**config.mk**
```make
export PLATFORM = sky130hd
export DESIGN_NAME = ps2_scan_ctrl
export DESIGN_NICKNAME = d
export VERILOG_FILES = /design/src/rtl/ps2_scan_ctrl.sv
export SDC_FILE = /design/constraint.sdc
export NUM_CORES = 1
export LEC_CHECK = 0
export ABC_AREA = 1
export CAP_MARGIN = 20
export CORE_ASPECT_RATIO = 0.75
export CORE_UTILIZATION = 48
export CTS_CLUSTER_SIZE = 30
export DETAILED_ROUTE_END_ITERATION = 8
export GPL_ROUTABILITY_DRIVEN = 1
export GPL_TIMING_DRIVEN = 0
export HOLD_SLACK_MARGIN = 0.08
export PLACE_DENSITY = 0.77
export SLEW_MARGIN = 40
export SYNTH_ARGS = -nofsm -noshare
export SYNTH_HDL_FRONTEND = slang
export SYNTH_SLANG_ARGS = --single-unit
export TNS_END_PERCENT = 1
```
**constraint.sdc**
```tcl
create_clock -name clk -period 2.3 [get_ports clk]
set_input_delay 0.345 -clock clk [delete_from_list [all_inputs] [get_ports clk]]
set_output_delay 0.345 -clock clk [all_outputs]
set_load 0.01 [all_outputs]
```
**src/rtl/ps2_scan_ctrl.sv**
```systemverilog
// Scan-code sequencer: pops raw bytes from ps2_kbd, folds E0/F0 prefixes into
// key events, buffers them in a FIFO and exposes them on a registered slave port.
module ps2_scan_ctrl #(
  parameter int FIFO_AW = 3
) (
  input  logic        clk,
  input  logic        clrn,
  input  logic [7:0]  kbd_data,
  input  logic        kbd_ready,
  input  logic        kbd_overflow,
  output logic        kbd_rdn,
  input  logic        stb_i,
  input  logic        we_i,
  input  logic [3:0]  adr_i,
  input  logic [31:0] dat_i,
  output logic [31:0] dat_o,
  output logic        ack_o,
  output logic        irq,
  input  logic        iack
);

  localparam int DEPTH = 1 << FIFO_AW;
  localparam logic [7:0] PFX_EXT = 8'hE0;
  localparam logic [7:0] PFX_BRK = 8'hF0;

  typedef enum logic [1:0] {IDLE, POP, WAIT} state_t;
  typedef struct packed {
    logic       ext;
    logic       brk;
    logic [7:0] code;
  } evt_t;

  state_t             state;
  logic               ext, brk, ovf;
  logic               ctrl_en, ctrl_irq_en;
  evt_t               mem [DEPTH];
  logic [FIFO_AW-1:0] wptr, rptr;
  logic [FIFO_AW:0]   count;
  logic               empty, full;
  logic               acc, push, pop;
  logic [1:0]         reg_sel;
  logic [31:0]        rdata;

  assign empty   = (count == '0);
  assign full    = (count == (FIFO_AW+1)'(DEPTH));
  assign acc     = stb_i & ~ack_o;
  assign reg_sel = adr_i[3:2];
  assign push    = (state == POP) && (kbd_data != PFX_EXT) && (kbd_data != PFX_BRK);
  assign pop     = acc & ~we_i & (reg_sel == 2'd0) & ~empty;
  assign irq     = ctrl_irq_en & ~empty & ~iack;

  // kbd_rdn is low only while in POP; full FIFO holds the FSM in IDLE.
  always_ff @(posedge clk or negedge clrn) begin
    if (!clrn) begin
      state   <= IDLE;
      kbd_rdn <= 1'b1;
      ext     <= 1'b0;
      brk     <= 1'b0;
    end else begin
      case (state)
        IDLE: if (ctrl_en && kbd_ready && !full) begin
          state   <= POP;
          kbd_rdn <= 1'b0;
        end
        POP: begin
          state   <= WAIT;
          kbd_rdn <= 1'b1;
          if (kbd_data == PFX_EXT)      ext <= 1'b1;
          else if (kbd_data == PFX_BRK) brk <= 1'b1;
          else begin
            ext <= 1'b0;
            brk <= 1'b0;
          end
        end
        default: begin
          state   <= IDLE;
          kbd_rdn <= 1'b1;
        end
      endcase
    end
  end

  always_ff @(posedge clk) begin
    if (push) mem[wptr] <= '{ext: ext, brk: brk, code: kbd_data};
  end

  always_ff @(posedge clk or negedge clrn) begin
    if (!clrn) begin
      wptr  <= '0;
      rptr  <= '0;
      count <= '0;
    end else begin
      if (push) wptr <= wptr + 1'b1;
      if (pop)  rptr <= rptr + 1'b1;
      case ({push, pop})
        2'b10:   count <= count + 1'b1;
        2'b01:   count <= count - 1'b1;
        default: count <= count;
      endcase
    end
  end

  always_comb begin
    rdata = '0;
    case (reg_sel)
      2'd0: if (!empty) rdata[10:0] = {1'b1, mem[rptr]};
      2'd1: begin
        rdata[0]              = ~empty;
        rdata[1]              = full;
        rdata[2]              = ovf;
        rdata[3]              = ext;
        rdata[4]              = brk;
        rdata[8 +: FIFO_AW+1] = count;
      end
      2'd2: rdata[1:0] = {ctrl_irq_en, ctrl_en};
      default: rdata = '0;
    endcase
  end

  // A live overflow outranks a same-cycle W1C clear.
  always_ff @(posedge clk or negedge clrn) begin
    if (!clrn) begin
      ack_o       <= 1'b0;
      dat_o       <= '0;
      ovf         <= 1'b0;
      ctrl_en     <= 1'b0;
      ctrl_irq_en <= 1'b0;
    end else begin
      ack_o <= acc;
      if (acc) dat_o <= rdata;
      if (kbd_overflow)
        ovf <= 1'b1;
      else if (acc && we_i && reg_sel == 2'd1 && dat_i[2])
        ovf <= 1'b0;
      if (acc && we_i && reg_sel == 2'd2) begin
        ctrl_en     <= dat_i[0];
        ctrl_irq_en <= dat_i[1];
      end
    end
  end

endmodule
```
==> results <==
## state kept, by name, indices dropped and copies added, names as in the netlist, 2 cells and up
name   count
mem       80
dat_o     12
count      4
rptr       3
wptr       3
state      2
## power breakdown
part,switching (uW),total [uW],internal [uW],leakage (uW)
registers,217,2690,2470,0.00111
logic,1350,2240,886,0.00146
clock network,679,1410,733,0.000134
## per-stage QoR
step | instance area, um2 | total power (uW)
after floorplan | 5135 | 4088
after global placement | 5645 | 4716
after detailed placement | 5781 | 4852
after CTS | 6078 | 6285
after global routing | 6125 | 6705
final | 6125 | 6337
## worst paths after layout
kind / start / end / slack (ps) / depth (start not counted)
worst min-delay path: clrn / rptr[2] / 430 / 2
worst max register to register: count[0] / count[3] / 130 / 14
worst max-delay path: kbd_data[3] / count[3] / 130 / 13
min in group clk: state[0] / state[0] / 460 / 1
worst min register to register: state[0] / state[0] / 460 / 1
max in group asynchronous: clrn / count[0] / 1440 / 3
## placed cells by master (no fill, tap or decap), drive strengths merged, types with 12 or more instances in the layout
cell | Yosys | final
edfxtp | 80 | 80
clkdlybuf4s50 | 0 | 26
nand3 | 51 | 51
dfrtp | 30 | 30
nor2 | 28 | 28
conb | 1 | 20
inv | 65 | 67
o21ai | 21 | 21
buf | 35 | 51
clkbuf | 2 | 12
nand2 | 134 | 134
## cell type report
type / count / area, um2
plain buffers: 37 / 289.0
clock buffers: 10 / 229.0
clock inverters: 6 / 36.28
fillers: 846 / 4165
inverters: 66 / 257.7
multi-input cells: 294 / 1488
flip-flops and latches: 111 / 3181
well taps: 136 / 170.2
repair buffers: 50 / 474.2
## repair_timing
action,CTS,global route
pin swaps,2,2
setup buffers,3,2
resized for setup,10,5
hold buffers,1,0
hold endpoints to repair,8,0
setup endpoints to repair,10,1
## metal layers
| metal | global-route usage [%] | vias up | share of wire [%] |
|---|---|---|---|
| li1 | - | 1720 | - |
| met1 | 30.43 | 1681 | 43 |
| met2 | 34.05 | 178 | 46 |
| met3 | 5.528 | 16 | 9.6 |
| met4 | 7.716 | 0 | 1.3 |
| met5 | 0 | - | 0 |
## cell families (layout without fill, tap and decap cells)
family	Yosys count	count (layout)	synth area share, %
AO/OA/AOI/OAI	38	38	4.423
XOR/XNOR	5	5	0.8648
adder cells (fa/ha/maj)	6	6	1.631
buffers and inverters	103	169	10.67
flip-flops	111	111	62.79
other	1	20	0.07406
AND/OR/NAND/NOR	225	225	19.55
## worst max-delay path, cell delays in order
cell	delay [ps]
dlygate4sd2_1	360
nor2_1	160
nand2_1	120
o21ai_2	200
buf_6	210
ha_4	200
ha_1	230
nand3_1	90
nand2_1	110
a21oi_2	180
buf_4	120
o211ai_1	70
nand2_1	70
==> metrics.md <==
| Metric | Value |
|---|---|
| Status | `finished clean` |
| Finish-stage setup viols | `0` |
| Chip width | `120.6 um` |
| Worst hold path type | `in -> async` |
| Clock tree buffer depth | `2` |
| Core Area | `10290 um2` |
| Placed Cells | `688` |
| Hold WS | `429.8 ps` |
| DR pass1 iterations | `5` |
| Ports | `86` |
| Leak | `0.002701 uW` |
| Final nets | `626` |
| Pwr/cell area | `1035 nW/um2` |
| Drt total wl | `11.23 mm` |
| Flops & latches, synth | `111` |
| Number of synthesized flops with an enable pin | `80` |
| Post-synthesis cell count | `489` |
| Mean Syn Cell Area | `10.36 um2` |
| Period Utilization, post-route | `94.38%` |
| Final worst slack | `129.2 ps` |
| RD Place Congestion | `0.8445` |
| Grt ovf | `0` |
| Fmax | `0.4606 GHz` |
| Layout Skew | `9.612 ps` |
| Area of the mapped netlist | `5064 um2` |
| Synth async-reset ratio | `27.93%` |
| Clk_lat worst skew | `350 ps` |
| Clock-pin slew on the worst setup and hold paths | `70 ps` |
| Vias per inst | `5.063` |
| Synth area leader | `edfxtp_1` |
| Crit-path max FO | `10` |
| Number of port buffers | `34` |
| Pre-CTS setup slack | `-856.3 ps` |
| Root Buffer | `clkbuf_16` |
| Initial drt markers | `388` |
| Crit path time final | `2171 ps` |
| Fin cells | `710` |
| Layout cells sized above 1 | `16.38%` |
| Req. time, crit path | `2600 ps` |
| Pin count of the biggest net entering global routing | `23` |
| Synth-to-Final Area Change | `20.95%` |
| Largest cells by area after synthesis | `edfxtp_1 (47%), dfrtp_1 (15%), nand2_1 (9.8%)` |
| Setup TNS | `0 ps` |
| Fin util | `59.52%` |
| # DRC | `0` |
| Most frequent cell after synthesis | `nand2_1` |
| Diode count | `0` |
| Max Cap Viol | `0` |
| Vias in the first global route | `3507` |
| TritonCTS clock tree | `done` |
| Htree depth | `3` |
| CP endpoint kind | `flop` |
| Final slew viol count | `0` |
| Starting Density | `49.21%` |
| Most frequent cells after synthesis | `nand2_1 (132), edfxtp_1 (80), inv_1 (61)` |
| Tot GR Track Use | `22.07%` |
| Post-synthesis cell type count | `36` |
| Area share of the largest cell type after synthesis | `47.44%` |
| CP arrival | `2470 ps` |
| Clock sinks | `111` |
| Chip height | `90.95 um` |
| Die area | `10970 um2` |
| Site Rows | `32` |
| Crit Path Class | `in -> reg` |
| Maximum VDD drop | `612.2 uV` |
| DP HPWL | `7.669 mm` |
| Initial antenna violation count | `0` |
| First-pass GRT wire length | `17.79 mm` |
| Wire length per cell | `15.81 um` |
| Vias | `3595` |
| Routed Antenna Nets | `0` |
| Worst setup SP type | `primary input` |
| Slew headroom | `58.29%` |
| Synth warn | `0` |
| Sequential cell area fraction in the yosys report | `62.79%` |
| Hold Vio Cnt, Final | `0` |
| Predominant post-synthesis flop cell | `edfxtp_1` |
| Num CTS Buffers | `9` |
| Worst-Margin Slew | `622.2 ps` |
Power figures use the tool's default switching activity.
